File: src/rtl/step_phase_decoder.sv
// Stepper coil pattern decoder: synchronizes and debounces the 4-bit coil drive,
// then tracks phase transitions into a signed step position with error flags.
module step_phase_decoder #(
    parameter int unsigned POS_WIDTH     = 16,
    parameter int unsigned FILTER_CYCLES = 4,
    parameter int unsigned IDLE_CYCLES   = 1000000
) (
    input  logic                        clk,
    input  logic                        rst,
    input  logic [3:0]                  signal_in,
    input  logic                        zero_pos,
    input  logic                        clr_err,
    output logic signed [POS_WIDTH-1:0] position,
    output logic                        dir_out,
    output logic                        step_pulse,
    output logic                        moving,
    output logic                        ref_valid,
    output logic                        err_skip,
    output logic                        err_illegal
);

    localparam int unsigned CNT_W = 8;
    localparam int unsigned IDL_W = 24;
    localparam logic [CNT_W-1:0] FILT_MAX  = CNT_W'(FILTER_CYCLES);
    localparam logic [IDL_W-1:0] IDLE_LOAD = IDL_W'(IDLE_CYCLES);

    logic [3:0]           sync1_q, sync2_q;
    logic [3:0]           cand_q, cand_d;
    logic [CNT_W-1:0]     cnt_q, cnt_d;
    logic [3:0]           acc_q, acc_d;
    logic                 chg_q, chg_d;
    logic [1:0]           ref_q, ref_d;
    logic                 ref_valid_q, ref_valid_d;
    logic [POS_WIDTH-1:0] pos_q, pos_d;
    logic                 dir_q, dir_d;
    logic                 pulse_q, pulse_d;
    logic [IDL_W-1:0]     idle_q, idle_d;
    logic                 moving_q, moving_d;
    logic                 err_skip_q, err_skip_d;
    logic                 err_ill_q, err_ill_d;

    logic                 stable;
    logic                 onehot;
    logic [1:0]           phase;
    logic [1:0]           delta;
    logic                 skip_set;
    logic                 ill_set;

    // Glitch filter: a candidate pattern must hold FILTER_CYCLES cycles to be accepted
    always_comb begin
        cand_d = sync2_q;
        cnt_d  = cnt_q;
        if (sync2_q != cand_q) begin
            cnt_d = CNT_W'(1);
        end else if (cnt_q < FILT_MAX) begin
            cnt_d = cnt_q + CNT_W'(1);
        end
        stable = (cnt_q == FILT_MAX);
        acc_d  = stable ? cand_q : acc_q;
        chg_d  = stable && (cand_q != acc_q);
    end

    always_comb begin
        onehot = 1'b1;
        phase  = 2'd0;
        case (acc_q)
            4'b0001: phase = 2'd0;
            4'b0010: phase = 2'd1;
            4'b0100: phase = 2'd2;
            4'b1000: phase = 2'd3;
            default: onehot = 1'b0;
        endcase
        delta = phase - ref_q;
    end

    // Phase decode on each newly accepted pattern
    always_comb begin
        pos_d       = pos_q;
        dir_d       = dir_q;
        pulse_d     = 1'b0;
        ref_d       = ref_q;
        ref_valid_d = ref_valid_q;
        skip_set    = 1'b0;
        ill_set     = 1'b0;
        if (chg_q) begin
            if (onehot) begin
                ref_d = phase;
                if (!ref_valid_q) begin
                    ref_valid_d = 1'b1;
                end else begin
                    case (delta)
                        2'd1: begin
                            pos_d   = pos_q + POS_WIDTH'(1);
                            dir_d   = 1'b1;
                            pulse_d = 1'b1;
                        end
                        2'd3: begin
                            pos_d   = pos_q - POS_WIDTH'(1);
                            dir_d   = 1'b0;
                            pulse_d = 1'b1;
                        end
                        2'd2:    skip_set = 1'b1;
                        default: ;
                    endcase
                end
            end else if (acc_q != 4'b0000) begin
                ill_set     = 1'b1;
                ref_valid_d = 1'b0;
            end
        end
        if (zero_pos) begin
            pos_d = '0;
        end
        err_skip_d = skip_set | (err_skip_q & ~clr_err);
        err_ill_d  = ill_set  | (err_ill_q  & ~clr_err);
    end

    always_comb begin
        idle_d = idle_q;
        if (pulse_d) begin
            idle_d = IDLE_LOAD;
        end else if (idle_q != '0) begin
            idle_d = idle_q - IDL_W'(1);
        end
        moving_d = (idle_d != '0);
    end

    always_ff @(posedge clk or posedge rst) begin
        if (rst) begin
            sync1_q     <= '0;
            sync2_q     <= '0;
            cand_q      <= '0;
            cnt_q       <= '0;
            acc_q       <= '0;
            chg_q       <= 1'b0;
            ref_q       <= '0;
            ref_valid_q <= 1'b0;
            pos_q       <= '0;
            dir_q       <= 1'b0;
            pulse_q     <= 1'b0;
            idle_q      <= '0;
            moving_q    <= 1'b0;
            err_skip_q  <= 1'b0;
            err_ill_q   <= 1'b0;
        end else begin
            sync1_q     <= signal_in;
            sync2_q     <= sync1_q;
            cand_q      <= cand_d;
            cnt_q       <= cnt_d;
            acc_q       <= acc_d;
            chg_q       <= chg_d;
            ref_q       <= ref_d;
            ref_valid_q <= ref_valid_d;
            pos_q       <= pos_d;
            dir_q       <= dir_d;
            pulse_q     <= pulse_d;
            idle_q      <= idle_d;
            moving_q    <= moving_d;
            err_skip_q  <= err_skip_d;
            err_ill_q   <= err_ill_d;
        end
    end

    assign position    = pos_q;
    assign dir_out     = dir_q;
    assign step_pulse  = pulse_q;
    assign moving      = moving_q;
    assign ref_valid   = ref_valid_q;
    assign err_skip    = err_skip_q;
    assign err_illegal = err_ill_q;

endmodule
File: config.mk
export PLATFORM = sky130hd
export DESIGN_NAME = step_phase_decoder
export DESIGN_NICKNAME = d
export VERILOG_FILES = /design/src/rtl/step_phase_decoder.sv
export SDC_FILE = /design/constraint.sdc
export NUM_CORES = 1
export LEC_CHECK = 0
export CORE_UTILIZATION = 54
export DETAILED_ROUTE_END_ITERATION = 10
export GPL_ROUTABILITY_DRIVEN = 0
export GPL_TIMING_DRIVEN = 0
export PLACE_DENSITY = 0.74
export SYNTH_ARGS = -nofsm -noshare
export SYNTH_HDL_FRONTEND = slang
export SYNTH_SLANG_ARGS = --single-unit
File: constraint.sdc
create_clock -name clk -period 8 [get_ports clk]
set_input_delay 1.2 -clock clk [delete_from_list [all_inputs] [get_ports clk]]
set_output_delay 1.2 -clock clk [all_outputs]
set_load 0.005 [all_outputs]
==> flow_summary.json <==
{
  "clock_skew_ps": 12.93,
  "cpMaxStageDelayCell": "dfrtp_1",
  "cpPeakStageDelay_ps": 450,
  "cp-end-kind": "flip-flop",
  "portBuffers": 29,
  "synth_area_leaders": "dfrtp_1 (40%), ha_1 (4.7%), xor2_1 (4.6%)",
  "antenna_found_initial": 0,
  "drive_gt1_share_pct": 10.17,
  "grt_max_degree": 74,
  "fin_nets": 552,
  "areaGrowthSynthToFinish_pct": 12.89,
  "route.detailed.drc": 0,
  "dpl_cell_area_um2": 4966,
  "clkTransAtPathRegs_ps": 90,
  "synthCells": 487,
  "async_reset_ff_share_pct": 100.0,
  "maxSlewHeadroom_pct": 38.46,
  "avgRoutedWirePerCell_um": 15.81,
  "via_per_inst": 6.024,
  "grt-ovfl-total": 0,
  "seqPwrFrac_pct": 49.9,
  "dieHeight_um": 93.71,
  "worst_slew_pin_slew_ps": 914.7,
  "power.share.clock_pct": 32.9,
  "die-area_um2": 8782,
  "start_util_pct": 55.56,
  "r2r_setup_slack_ps": 2970,
  "path_class": "flip-flop to flip-flop",
  "yosys.area.top_type_share_pct": 40.22,
  "status": "finished, final reports clean",
  "fin_crit_sh_pct": 62.86,
  "grt_pass1_vias": 3630,
  "timing.hold.ws_ps": 350.2,
  "required_ps": 8250,
  "initialDrtViolationCount": 196,
  "synth_top_cell_by_area": "dfrtp_1",
  "syn_nets": 512,
  "ant_nets": 0,
  "seq_area_frac_synth_pct": 40.22,
  "switching_share_pct": 28.77,
  "fin_area_um2": 5127,
  "drv_cap": 0,
  "cts_buffers": 9,
  "hold_viol": 0,
  "grt_first_pass_wirelength_um": 17080,
  "period_needed_ps": 5029,
  "p_per_area_nw_per_um2": 149.8,
  "crit_path_start_kind": "flip-flop",
  "synth_edf_count": 0,
  "ir_worst_vdd_v": 0.0001053,
  "die_width_um": 93.71,
  "rsz0062_at_grt": "no",
  "crit_arrival_ps": 5280,
  "cts.sinks": 73,
  "cts_buffer_depth": 2,
  "insertion_delay_ps": 360,
  "cp_common_cell": "clkbuf_1",
  "postCtsSetupRepairBufs": 0,
  "internal_power_mw": 0.5471,
  "holdBufCountCts": 0,
  "clock-root-buffer": "clkbuf_8",
  "wl_um": 10050,
  "ctsResizeCount": 0,
  "row_count": 33,
  "synth.distinct_cells": 72,
  "synth-seq-cells": 73,
  "ys.flop_type": "dfrtp_1",
  "cp_max_fo": 10,
  "p_total_mw": 0.7680,
  "yosysWarnings": 0,
  "hp-class": "flip-flop to flip-flop",
  "p_sw_mw": 0.2209,
  "diodes": 0,
  "dp_hpwl_um": 7068,
  "groute.usage.overall_pct": 24.89,
  "fin_setup_tns_ps": 0,
  "h-tree-depth": 3,
  "syn_avg_cell_area_um2": 9.326,
  "finalSetupViolCount": 0,
  "coreArea_um2": 8175,
  "leakagePower_nw": 2.283,
  "num_vias": 3831,
  "p_comb_share_pct": 17.3,
  "cts_tree": "yes",
  "synthesis.area_um2": 4542,
  "crit_chain": "clkbuf_1 > xnor2_1 > or3_1 > ha_1 > clkbuf_1 > a211oi_1 > nor2_2 > clkbuf_1 > xnor2_1 > ha_1 > nor2_1 > o31ai_1 > a21oi_1 > mux2i_1 > o2111a_1 > a2111oi_0 > o21ai_0 > and2_1",
  "io_pins": 30,
  "drv_slew": 0,
  "firstDrtPassIters": 5,
  "post-route-util_pct": 62.72,
  "fmax_mhz": 198.9
}
cells in the mapped netlist (3+ instances only):
master    instances
a211oi_1          8
a21oi_1          28
a31o_2            3
a31oi_1           5
and2_1            7
and3_1            3
buf_2             5
clkbuf_1         15
dfrtp_1          73
ha_1             17
inv_1            17
mux2_2            4
mux2i_1           3
nand2_1          40
nand2b_1          4
nand3_1          22
nand4_1          13
nor2_1           45
nor2b_1           9
nor3_1           18
nor4_1            5
nor4_4            3
o211ai_1          6
o21a_1            3
o21ai_0          15
o31ai_1           4
or3_1            10
or4_1             4
or4_4             3
xnor2_1          18
xor2_1           24
critical path: cells and delay by family (launching register included):
family	cells	cell delay, ps
AOI/OAI and AO/OA	6	1400
xor gates and xnor gates	2	230
adders and majority gates	2	490
buffers and inverters	3	1130
DFF	1	450
muxes	1	260
and+or+nand+nor	4	950
per-stage QoR:
stage / setup slack, ps / instances
floorplan: 3879 / 487
CTS: 3047 / 636
global route: 2590 / 636
global placement: 3159 / 621
finish: 2971 / 636
detailed placement: 3075 / 621
power by group through the flow:
stage	clock (mW)	combinational [mW]	sequential, mW
2_1_floorplan	0	0.103	0.389
3_5_place_dp	0	0.133	0.390
3_3_place_gp	0	0.130	0.390
4_1_cts	0.259	0.134	0.383
5_1_grt	0.272	0.151	0.384
6_report	0.252	0.133	0.383
worst paths after layout:
kind | cells past startpoint | end | from
hold / removal | 0 | cand_d[0]$_DFF_PP0_ | sync1_q[0]$_DFF_PP0_
setup reg to reg | 18 | position[10]$_DFFE_PP0P_ | acc_q[3]$_DFFE_PP0P_
min in group asynchronous | 2 | cand_q[1]$_DFF_PP0_ | rst
hold reg to reg | 0 | cand_d[0]$_DFF_PP0_ | sync1_q[0]$_DFF_PP0_
setup / recovery | 18 | position[10]$_DFFE_PP0P_ | acc_q[3]$_DFFE_PP0P_
max in group asynchronous | 2 | moving$_DFF_PP0_ | rst
layer usage:
metal / vias up / global-route usage [%] / routed length (um)
met2: 125 / 39.84 / 4860
met4: 0 / 10.90 / 182
met3: 16 / 4.773 / 510
met5: - / 0 / 0
met1: 1844 / 32.74 / 4498
li1: 1846 / - / -
cell type report:
cell class / instances / area [um^2]
Fill cell: 694 / 3048
Multi-Input combinational cell: 369 / 2506
Sequential cell: 73 / 1827
Timing Repair Buffer: 29 / 290.3
Buffer: 26 / 137.6
Tap cell: 105 / 131.4
Clock buffer: 10 / 127.6
Inverter: 19 / 73.82
Clock inverter: 5 / 33.78
cells by family (layout without fill, tap and decap cells):
group	count (synthesis)	count (layout)	synth area share, %
AO/OA/AOI/OAI	99	99	15.68
adder cells (fa/ha/maj)	18	18	4.904
AND/OR/NAND/NOR	203	203	24.85
flip-flops	73	73	40.22
buffers and inverters	45	89	4.600
XOR/XNOR	42	42	8.099
multiplexers	7	7	1.653
registers in the layout (all words and copies together), names as in the netlist:
signal and flops:
idle_q 24, ref_q 2, cand_d 4, position 16, err_skip 1, step_pulse 1, chg_q 1, cnt_q 8
err_illegal 1, moving 1, dir_out 1, cand_q 4, ref_valid 1, sync1_q 4, acc_q 4
cell usage in the layout, fill, tap and decap left out, types with 16 or more instances in the layout:
cell	count
nand3_1	22
ha_1	17
nor3_1	18
xor2_1	24
inv_1	16
xnor2_1	18
nor2_1	45
dfrtp_1	73
nand2_1	40
clkbuf_1	16
a21oi_1	28
clkdlybuf4s50_1	29
(Power assumes the default switching activity.)
